$ cat src/rtl/sub_pkg.sv
// Shared definitions for the serial subtractor: FSM state encoding and
// the default operand width.
package sub_pkg;

    localparam int WIDTH_DEFAULT = 4;

    typedef enum logic [1:0] {
        IDLE = 2'd0,
        BUSY = 2'd1,
        DONE = 2'd2
    } state_t;

endpackage

$ cat src/rtl/full_subtractor.sv
// One-bit full subtractor: d = a - b - bin, with borrow-out.
module full_subtractor (
    input  logic a,
    input  logic b,
    input  logic bin,
    output logic d,
    output logic bout
);

    // Difference bit and borrow generation for a single bit position.
    always_comb begin
        d    = a ^ b ^ bin;
        bout = (~a & b) | (~a & bin) | (b & bin);
    end

endmodule

$ cat src/rtl/sub4_serial.sv
// Bit-serial subtractor: computes (A - B - Bin) one bit per cycle, LSB first,
// behind a valid/ready handshake on both the operand and result sides.
//
// state | meaning
// ------+--------------------------------------------------------------
// IDLE  | waiting for operands; io_inReady high
// BUSY  | shifting one bit per cycle through the full subtractor
// DONE  | result presented; io_outValid high until consumer takes it
module sub4_serial
    import sub_pkg::*;
#(
    parameter int WIDTH = WIDTH_DEFAULT
) (
    input  logic             clock,
    input  logic             reset,
    input  logic [WIDTH-1:0] io_A,
    input  logic [WIDTH-1:0] io_B,
    input  logic             io_Bin,
    input  logic             io_inValid,
    output logic             io_inReady,
    output logic [WIDTH-1:0] io_Diff,
    output logic             io_Bout,
    output logic             io_outValid,
    input  logic             io_outReady
);

    localparam int CNT_W = $clog2(WIDTH + 1);

    state_t           state;
    state_t           state_nxt;
    logic [WIDTH-1:0] a_sr;
    logic [WIDTH-1:0] b_sr;
    logic [WIDTH-2:0] res_sr;
    logic [WIDTH-1:0] res_next;
    logic [WIDTH-1:0] diff_q;
    logic             br_q;
    logic             bout_q;
    logic [CNT_W-1:0] cnt;
    logic             accept;
    logic             shift_en;
    logic             last_bit;
    logic             fs_d;
    logic             fs_bout;

    full_subtractor u_fs (
        .a    (a_sr[0]),
        .b    (b_sr[0]),
        .bin  (br_q),
        .d    (fs_d),
        .bout (fs_bout)
    );

    // Partial result with the bit produced this cycle placed at the MSB.
    assign res_next = {fs_d, res_sr};

    // State register.
    always_ff @(posedge clock or negedge reset) begin
        if (!reset) begin
            state <= IDLE;
        end else begin
            state <= state_nxt;
        end
    end

    // Next-state, handshake outputs and datapath enables.
    always_comb begin
        state_nxt   = state;
        accept      = 1'b0;
        shift_en    = 1'b0;
        last_bit    = 1'b0;
        io_inReady  = 1'b0;
        io_outValid = 1'b0;
        case (state)
            IDLE: begin
                io_inReady = 1'b1;
                if (io_inValid) begin
                    accept    = 1'b1;
                    state_nxt = BUSY;
                end
            end
            BUSY: begin
                shift_en = 1'b1;
                if (cnt == CNT_W'(WIDTH - 1)) begin
                    last_bit  = 1'b1;
                    state_nxt = DONE;
                end
            end
            DONE: begin
                io_outValid = 1'b1;
                if (io_outReady) begin
                    state_nxt = IDLE;
                end
            end
            default: state_nxt = IDLE;
        endcase
    end

    // Operand capture, bit-serial shifting, and result publication. The
    // visible result only changes on the final bit so it stays at the last
    // completed value while a new operation is in flight.
    always_ff @(posedge clock or negedge reset) begin
        if (!reset) begin
            a_sr   <= '0;
            b_sr   <= '0;
            br_q   <= 1'b0;
            res_sr <= '0;
            cnt    <= '0;
            diff_q <= '0;
            bout_q <= 1'b0;
        end else if (accept) begin
            a_sr <= io_A;
            b_sr <= io_B;
            br_q <= io_Bin;
            cnt  <= '0;
        end else if (shift_en) begin
            a_sr   <= a_sr >> 1;
            b_sr   <= b_sr >> 1;
            br_q   <= fs_bout;
            res_sr <= res_next[WIDTH-1:1];
            cnt    <= cnt + CNT_W'(1);
            if (last_bit) begin
                diff_q <= res_next;
                bout_q <= fs_bout;
            end
        end
    end

    assign io_Diff = diff_q;
    assign io_Bout = bout_q;

endmodule

$ cat config.mk
export PLATFORM = sky130hd
export DESIGN_NAME = sub4_serial
export DESIGN_NICKNAME = d
export VERILOG_FILES = /design/src/rtl/sub_pkg.sv /design/src/rtl/full_subtractor.sv /design/src/rtl/sub4_serial.sv
export SDC_FILE = /design/constraint.sdc
export NUM_CORES = 1
export LEC_CHECK = 0
export ABC_AREA = 0
export CAP_MARGIN = 25
export CORE_MARGIN = 10
export CORE_UTILIZATION = 30
export CTS_CLUSTER_DIAMETER = 120
export CTS_CLUSTER_SIZE = 25
export DETAILED_ROUTE_END_ITERATION = 7
export HOLD_SLACK_MARGIN = 0.05
export PLACE_DENSITY = 0.58
export SETUP_SLACK_MARGIN = 0.1
export SLEW_MARGIN = 40
export SYNTH_ARGS = -nofsm -noshare
export SYNTH_HDL_FRONTEND = slang
export SYNTH_SLANG_ARGS = --single-unit
$ cat constraint.sdc
create_clock -name clock -period 1.3 [get_ports clock]
set_input_delay 0.13 -clock clock [delete_from_list [all_inputs] [get_ports clock]]
set_output_delay 0.13 -clock clock [all_outputs]
set_load 0.02 [all_outputs]
# --- After elaboration in Yosys (flattened, before gate mapping) ---
# Index checks and enable logic that the tools add are counted.
word_totals:
  inputBits: 13
  output_inout_bits: 7
  elab_cells: 48
  register_bits: 22
classes:
  add_sub_neg: 1
  n_mux: 19
  n_reduce_logical: 5
  n_bitwise: 9
  eq_ne: 6
op_table:
  columns: ["op", "n"]
  rows:
  - ["$mux 4", 4]
  - ["$mux 1", 9]
  - ["$mux 2", 3]
  - ["$mux 3", 2]
  - ["$ne 2x2->1 const B", 3]
  - ["$pmux 2 s3", 1]
  - ["$reduce_and 3->1", 2]
  - ["$add 3x1->3 const B", 1]
  - ["$and 1x1->1", 3]
  - ["$eq 3x2->1 const B", 1]
  - ["$eq 2x1->1 const B", 1]
  - ["$eq 2x2->1 const B", 1]
  - ["$logic_not 2->1", 1]
  - ["$not 1->1", 2]
  - ["$or 1x1->1", 2]
  - ["$reduce_and 2->1", 1]
  - ["$reduce_bool 2->1", 1]
  - ["$xor 1x1->1", 2]

# --- Depth between registers and ports, before layout ---
# Gate-level depths: netlist of the first run.
logic_depth:
  depth_word: 6
  depth_mapped: 4
  mapped_depth_nobuf: 4

# --- Hierarchy ---
# A second synthesis of the first run with hierarchy kept.
hier_totals:
  cells_unflattened: 89
  hier_area_um2: 972.2
modules_own_cells:
  columns: ["module", "n_inst", "cells_each", "area_per_inst_um2", "seq_area_each_um2"]
  rows:
  - ["sub4_serial", 1, 86, 944.7, 550.5]
  - ["full_subtractor", 1, 3, 27.5, 0.0]

# --- Worst setup path after synthesis of the first run ---
# Ideal clock, no wire load.
synth_timing:
  kind: "register -> register"
  startpoint: "register cnt[0]"
  endpoint: "register bout_q, in the netlist io_Bout"
  path_buffers: 0
  setup_ns: 0.125
  period_less_slack_ns: 1.329
  required_time_ns: 1.175
  setup_slack_ns: -0.029
  t_arrival_ns: 1.204
  path_stages_with_launch: 5
  cell_sequence: "dfrtp_1 > ha_1 > ha_1 > nand3b_4 > mux2_2"
synth_between:
  elab_chain_len: 4
synth_lines:
  columns: ["element", "line", "text"]
  rows:
  - ["start: declaration", "sub4_serial.sv:38", "logic [CNT_W-1:0] cnt;"]
  - ["start signal: assignment", "sub4_serial.sv:120", "cnt <= cnt + CNT_W'(1);"]
  - ["$eq 3x2->1", "sub4_serial.sv:83", "if (cnt == CNT_W'(WIDTH - 1)) begin"]
  - ["$mux 1", "sub4_serial.sv:83", null]
  - ["$mux 1", "sub4_serial.sv:73", "case (state)"]
  - ["$reduce_and 3->1 (no line)", null, null]
  - ["end signal: assignment", "sub4_serial.sv:123", "bout_q <= fs_bout;"]
  - ["end: declaration", "sub4_serial.sv:37", "logic bout_q;"]
# Every way passes these cells.
# A chain may end at the register's enable or synchronous reset.

# --- Worst setup path after layout of the first run ---
layout_timing:
  startpoint: "register cnt[0]"
  endpoint: "register diff_q[2], in the netlist io_Diff[2]"
layout_between:
  elab_chain_len: 4
layout_lines:
  columns: ["element", "line", "text"]
  rows:
  - ["$eq 3x2->1", "sub4_serial.sv:83", null]
  - ["$mux 1", "sub4_serial.sv:83", null]
  - ["$mux 1", "sub4_serial.sv:73", null]
  - ["$reduce_and 3->1 (no line)", null, null]
  - ["end signal: assignment", "sub4_serial.sv:122", "diff_q <= res_next;"]
  - ["end: declaration", "sub4_serial.sv:35", "logic [WIDTH-1:0] diff_q;"]
# Every way passes these cells.

==> impl_metrics.env, run 1 <==
export IMPL_fin_nets=145
export IMPL_cts_tree="done"
export IMPL_core_um2=3310
export IMPL_synth_top_area_cell="dfrtp_1"
export IMPL_fin_ws_ns=-0.0178
export IMPL_dieWidth_um=78.3
export IMPL_rsz0062_at_grt="true"
export IMPL_required_ns=1.50
export IMPL_max_slew_margin_pct=81.1
export IMPL_synthTopCellsByArea="dfrtp_1, mux2_2, a222oi_1, inv_1, ha_1"
export IMPL_area_growth_pct=50.5
export IMPL_crit_type="reg2reg"
export IMPL_yosysMostFrequentCell="dfrtp_1"
export IMPL_ys_types=25
export IMPL_hpwl_um=1610
export IMPL_cp_start_kind="flop"
export IMPL_wl_per_cell_um=13.4
export IMPL_status="finished with violations"
export IMPL_max_clock_path_buffers=2
export IMPL_slowest_delay_ns=0.40
export IMPL_synthArstFlopShare_pct=100
export IMPL_yosysWarnings=0
export IMPL_drv_cap=0
export IMPL_end_kind="flop"
export IMPL_synth_top_area_share_pct=53.9
export IMPL_synthesis_area_um2=1020
export IMPL_r2r_start="cnt[0]"
export IMPL_tightest_slew_ns=0.284
export IMPL_wl_um=2340
export IMPL_antenna_left=0
export IMPL_ys_ff_latch=22
export IMPL_setup_violations=4
export IMPL_p_leak_nw=0.749
export IMPL_clk_latency_ns=0.30
export IMPL_critPathLaunch="cnt[0]"
export IMPL_grt_max_degree=23
export IMPL_grt_total_usage_pct=7.17
export IMPL_cp_slowest_cell="dfrtp_1"
export IMPL_antenna_found_initial=0
export IMPL_seq_area_frac_synth_pct=53.9
export IMPL_cts_made_buffers=3
export IMPL_route_detailed_drc=0
export IMPL_initial_core_util_pct=30.8
export IMPL_die_y_um=78.3
export IMPL_drtIter0Drc=38
export IMPL_grt_pass1_wl_um=3660
export IMPL_cts_hold_buf=0
export IMPL_gp_congestion=0.736
export IMPL_period_share_pct=101
export IMPL_dieArea_um2=6140
export IMPL_critical_path_arrival_ns=1.52
export IMPL_register_area_um2=551
export IMPL_io_buffers=19
export IMPL_first_global_vias=802
export IMPL_dpl_instance_area_um2=1330
export IMPL_synth_main_ff_cell="dfrtp_1"
export IMPL_num_vias=787
export IMPL_hold_violations=0
export IMPL_clockRootBuffer="clkbuf_4"
export IMPL_num_io_pins=20
export IMPL_syn_avg_cell_area_um2=11.9
export IMPL_syn_num_nets=102
export IMPL_ir_drop_v=0.00107
export IMPL_diodes=0
export IMPL_drv_slew=0
export IMPL_synth_edf_count=0
export IMPL_overflow=0
export IMPL_multi_input_area_um2=452
export IMPL_row_count=21
export IMPL_dr_pass1_iters=5
export IMPL_holdCritPathClass="in2async"
export IMPL_clk_pin_slew_ns=0.12
export IMPL_layout_min_cycle_time_ns=1.32
export IMPL_fin_skew_ns=0.00515
export IMPL_vias_per_cell=4.52
export IMPL_fmax_mhz=759
export IMPL_stdcell_area_um2=1540
export IMPL_cellPowerDensity_nw_per_um2=2420
export IMPL_fill_cells=333
export IMPL_violations="negative setup slack"
export IMPL_synth_common_cells="dfrtp_1, inv_1, mux2_2"
export IMPL_worstPathMaxFanout=6
export IMPL_htreeDepth=1
export IMPL_instances_no_fill=174
export IMPL_synthCells=86
export IMPL_crit_chain="ha_2 -> ha_4 -> nand3b_4 -> mux2_4"
export IMPL_dp_cells=156
export IMPL_clkSinkCount=22
export IMPL_drive_above_1_share_pct=36.7
==> logic make-up after synthesis <==
family	synth area share (%)
adders and majority gates	4.41
AOI/OAI and AO/OA	11.8
DFF	53.9
and+or+nand+nor	11.0
muxes	9.68
buffers and inverters	9.19
==> cell type report <==
cell class                 count  share of cell area (%)
clock buffer                   4                    2.36
inverter                      15                    3.66
multi-input combinational     45                    29.4
sequential                    22                    35.8
tap                           46                    3.75
timing repair buffer          42                    25.0
==> final timing paths <==
path | slack (ns) | end | depth (start not counted)
min | 0.17 | io_Bout | 2
max | -0.02 | io_Diff[2] | 4
max in group asynchronous | 0.91 | cnt[1] | 2
min reg2reg | 0.51 | cnt[2] | 1
max reg2reg | -0.02 | io_Diff[2] | 4
min in group clock | 0.39 | state[1] | 2
==> where the power goes <==
part	leakage [nW]	switching (mW)	internal (mW)
logic	0.462	0.917	1.24
clock network	0.0210	0.198	0.171
registers	0.265	0.175	1.02
==> critical path, delay by kind of cell, from the launching register on <==
family / cells / cell delay, ns
AND/OR/NAND/NOR: 1 / 0.13
flip-flops: 1 / 0.40
multiplexers: 1 / 0.31
adder cells (fa/ha/maj): 2 / 0.37
==> what timing repair did <==
| item | 4_1_cts | 5_1_grt |
|---|---|---|
| setup buffers | 4 | 9 |
| cloned | 0 | 1 |
| setup endpoints to repair | 21 | 22 |
| gates resized for setup | 27 | 10 |
| pin swaps | 7 | 5 |
==> cell usage in the layout, fill, tap and decap left out, drive strengths merged, types with 2 or more instances in the layout <==
cell type	instances
ha	2
mux2	7
buf	25
nor2	6
nor2b	2
dfrtp	22
inv	15
clkdlybuf4s15	2
clkbuf	4
or2	2
dlygate4sd2	3
o221ai	2
mux2i	2
clkdlybuf4s50	12
a222oi	6
nand2	4
==> registers in the layout (all words and copies together) (netlist names) <==
name	cells
state	2
a_sr	4
br_q	1
b_sr	4
io_Bout	1
cnt	3
io_Diff	4
res_sr	3
==> through the flow <==
step                      util [%]  setup slack (ns)  hold slack, ns  setup TNS, ns  power, mW
after global placement        40.1            -0.175           0.474         -0.310       2.88
final                         46.4           -0.0178           0.167        -0.0633       3.73
after floorplan                  -            0.0504          -0.166              0       2.40
after detailed placement      40.1            -0.166           0.488         -0.390       2.94
after global routing          46.4           -0.0559           0.182         -0.395       4.00
after CTS                     43.5           -0.0194           0.161        -0.0931       3.49
==> metal layers <==
| metal | global-route usage, % | vias to the layer above | part of all wire (%) |
|---|---|---|---|
| met2 | 10.8 | 23 | 50 |
| li1 | - | 381 | - |
| met1 | 8.83 | 381 | 43 |
| met4 | 2.69 | 0 | 1.2 |
| met3 | 3.19 | 2 | 4.9 |
| met5 | 0 | - | 0 |
(Power assumes the default switching activity.)
==> run 2: changes to the inputs <==
--- a/config.mk
+++ b/config.mk
@@ -7,13 +7,15 @@
 export LEC_CHECK = 0
 export ABC_AREA = 0
 export CAP_MARGIN = 25
+export CELL_PAD_IN_SITES_DETAIL_PLACEMENT = 1
+export CELL_PAD_IN_SITES_GLOBAL_PLACEMENT = 2
 export CORE_MARGIN = 10
-export CORE_UTILIZATION = 30
+export CORE_UTILIZATION = 29
 export CTS_CLUSTER_DIAMETER = 120
 export CTS_CLUSTER_SIZE = 25
 export DETAILED_ROUTE_END_ITERATION = 7
 export HOLD_SLACK_MARGIN = 0.05
-export PLACE_DENSITY = 0.58
+export PLACE_DENSITY = 0.77
 export SETUP_SLACK_MARGIN = 0.1
 export SLEW_MARGIN = 40
 export SYNTH_ARGS = -nofsm -noshare
==> run 2 against run 1 <==
  * The run still ends with negative setup slack left
  * Core utilization up 0.24 points
  * Global-route usage up 1.1 points
  * Worst hold slack better by 0.0016 ns
  * Setup slack worse by 0.057 ns
  * Design area up 2.1%
  * Sequential share of layout area down 0.74 points
  * Total power up 4.0%
  * Maximum frequency down 4.1%
  * Non-clock buffer count down 1
  * Register-to-register slack worse by 0.02 ns
  * Largest power group unchanged
  * Highest routed layer unchanged
==> impl_metrics.env, run 2 (same netlist as run 1, synthesis figures left out) <==
export IMPL_status="finished with violations"
export IMPL_violations="negative setup slack"
export IMPL_critical_path_arrival_ns=1.24
export IMPL_grt_max_degree=23
export IMPL_wl_um=2680
export IMPL_hold_violations=0
export IMPL_io_buffers=19
export IMPL_fin_skew_ns=0.00226
export IMPL_cp_num_cells=4
export IMPL_fill_cells=392
export IMPL_setup_violations=12
export IMPL_worstPathMaxFanout=3
export IMPL_end_kind="primary output"
export IMPL_first_global_vias=880
export IMPL_antenna_found_initial=0
export IMPL_r2r_start="state[1]"
export IMPL_clkSinkCount=22
export IMPL_cts_hold_buf=0
export IMPL_die_y_um=79.3
export IMPL_final_core_util_pct=46.7
export IMPL_core_um2=3360
export IMPL_initial_core_util_pct=30.4
export IMPL_slowest_delay_ns=0.39
export IMPL_met1_usage_pct=9.26
export IMPL_cp_top_family="flip-flops"
export IMPL_cts_made_buffers=3
export IMPL_max_slew_margin_pct=79.5
export IMPL_area_growth_pct=53.7
export IMPL_cellPowerDensity_nw_per_um2=2470
export IMPL_use_met2_pct=15.0
export IMPL_final_common_cell="dfrtp_1"
export IMPL_grt_pass1_wl_um=4200
export IMPL_fin_ws_ns=-0.0746
export IMPL_fmax_mhz=728
export IMPL_route_detailed_drc=0
export IMPL_grt_total_usage_pct=8.30
export IMPL_mostFrequentLayoutCells="dfrtp_1, buf_4, inv_1"
export IMPL_dr_pass1_iters=8
export IMPL_htreeDepth=1
export IMPL_diodes=0
export IMPL_drv_cap=0
export IMPL_drv_slew=0
export IMPL_tightest_slew_ns=0.308
export IMPL_multi_input_area_um2=483
export IMPL_critPathLaunch="state[1]"
export IMPL_dieWidth_um=79.3
export IMPL_clockRootBuffer="clkbuf_4"
export IMPL_fin_nets=144
export IMPL_num_vias=792
export IMPL_num_io_pins=20
export IMPL_grt_use_met3_pct=2.36
export IMPL_reg2reg_depth=5
export IMPL_period_share_pct=106
export IMPL_wl_per_cell_um=15.5
export IMPL_rsz0062_at_grt="true"
export IMPL_hpwl_um=1890
export IMPL_required_ns=1.17
export IMPL_holdCritPathClass="in2async"
export IMPL_register_area_um2=551
export IMPL_clk_pin_slew_ns=0.13
export IMPL_drive_above_1_share_pct=40.9
export IMPL_antenna_left=0
export IMPL_cts_tree="done"
export IMPL_stdcell_area_um2=1570
export IMPL_max_clock_path_buffers=2
export IMPL_cp_start_kind="flop"
export IMPL_cp_slowest_cell="dfrtp_1"
export IMPL_finalPower_mw=3.87
export IMPL_gp_congestion=0.749
export IMPL_layout_min_cycle_time_ns=1.37
export IMPL_vias_per_cell=4.58
export IMPL_dpl_instance_area_um2=1340
export IMPL_p_leak_nw=0.756
export IMPL_cp_num_buf_inv=3
export IMPL_row_count=21
export IMPL_clk_latency_ns=0.30
export IMPL_dieArea_um2=6290
export IMPL_overflow=0
export IMPL_crit_type="reg2out"
export IMPL_top_usage_layer="met2"
export IMPL_ir_drop_v=0.000891
export IMPL_drtIter0Drc=23
export IMPL_crit_chain="buf_4 -> or2b_1 -> inv_1 -> buf_6"
==> run 2: final timing paths <==
| check | to | slack [ns] |
|---|---|---|
| setup / recovery | io_outValid | -0.07 |
| hold reg to reg | b_sr[3] | 0.52 |
| max in group asynchronous | cnt[2] | 0.91 |
| min in group clock | b_sr[2] | 0.43 |
| setup reg to reg | a_sr[0] | -0.04 |
| hold / removal | io_Bout | 0.17 |
==> run 2: power by group <==
part | total, mW | switching, mW | internal [mW]
clock | 0.381 | 0.210 | 0.171
combinational | 2.28 | 0.982 | 1.30
sequential | 1.21 | 0.192 | 1.02
total | 3.87 | 1.38 | 2.49
==> run 2: final cells by class <==
class | count | share of cell area (%)
inverters | 15 | 3.59
flip-flops and latches | 22 | 35.1
repair buffers | 41 | 24.6
clock buffers | 4 | 2.31
multi-input cells | 45 | 30.8
well taps | 46 | 3.67
==> run 2: per-stage QoR <==
step,hold slack [ns],setup TNS (ns),std cells,setup slack [ns]
finish,0.169,-0.332,173,-0.0746
global route,0.202,-1.18,173,-0.139
CTS,0.169,-0.305,168,-0.0860
detailed placement,0.478,-1.26,157,-0.193
global placement,0.477,-1.06,157,-0.184
floorplan,-0.166,0,86,0.0504
==> run 2: metal layers <==
metal,wire (um),up-vias
met5,0,-
met4,13,0
met3,138,2
met2,1420,20
met1,1100,394
li1,-,376
==> run 2: repair_timing <==
item / in CTS / in global routing
resized for setup: 29 / 16
hold endpoints to repair: 0 / 0
endpoints found under the setup margin: 25 / 27
setup buffers: 7 / 5
pin swaps: 10 / 4
==> run 3: changes to the inputs <==
--- a/config.mk
+++ b/config.mk
@@ -11,9 +11,9 @@
 export CELL_PAD_IN_SITES_GLOBAL_PLACEMENT = 2
 export CORE_MARGIN = 10
 export CORE_UTILIZATION = 29
-export CTS_CLUSTER_DIAMETER = 120
 export CTS_CLUSTER_SIZE = 25
 export DETAILED_ROUTE_END_ITERATION = 7
+export GPL_ROUTABILITY_DRIVEN = 0
 export HOLD_SLACK_MARGIN = 0.05
 export PLACE_DENSITY = 0.77
 export SETUP_SLACK_MARGIN = 0.1
==> results of run 3 <==
No change in the layout: final DEF, timing and power equal those of run 2.
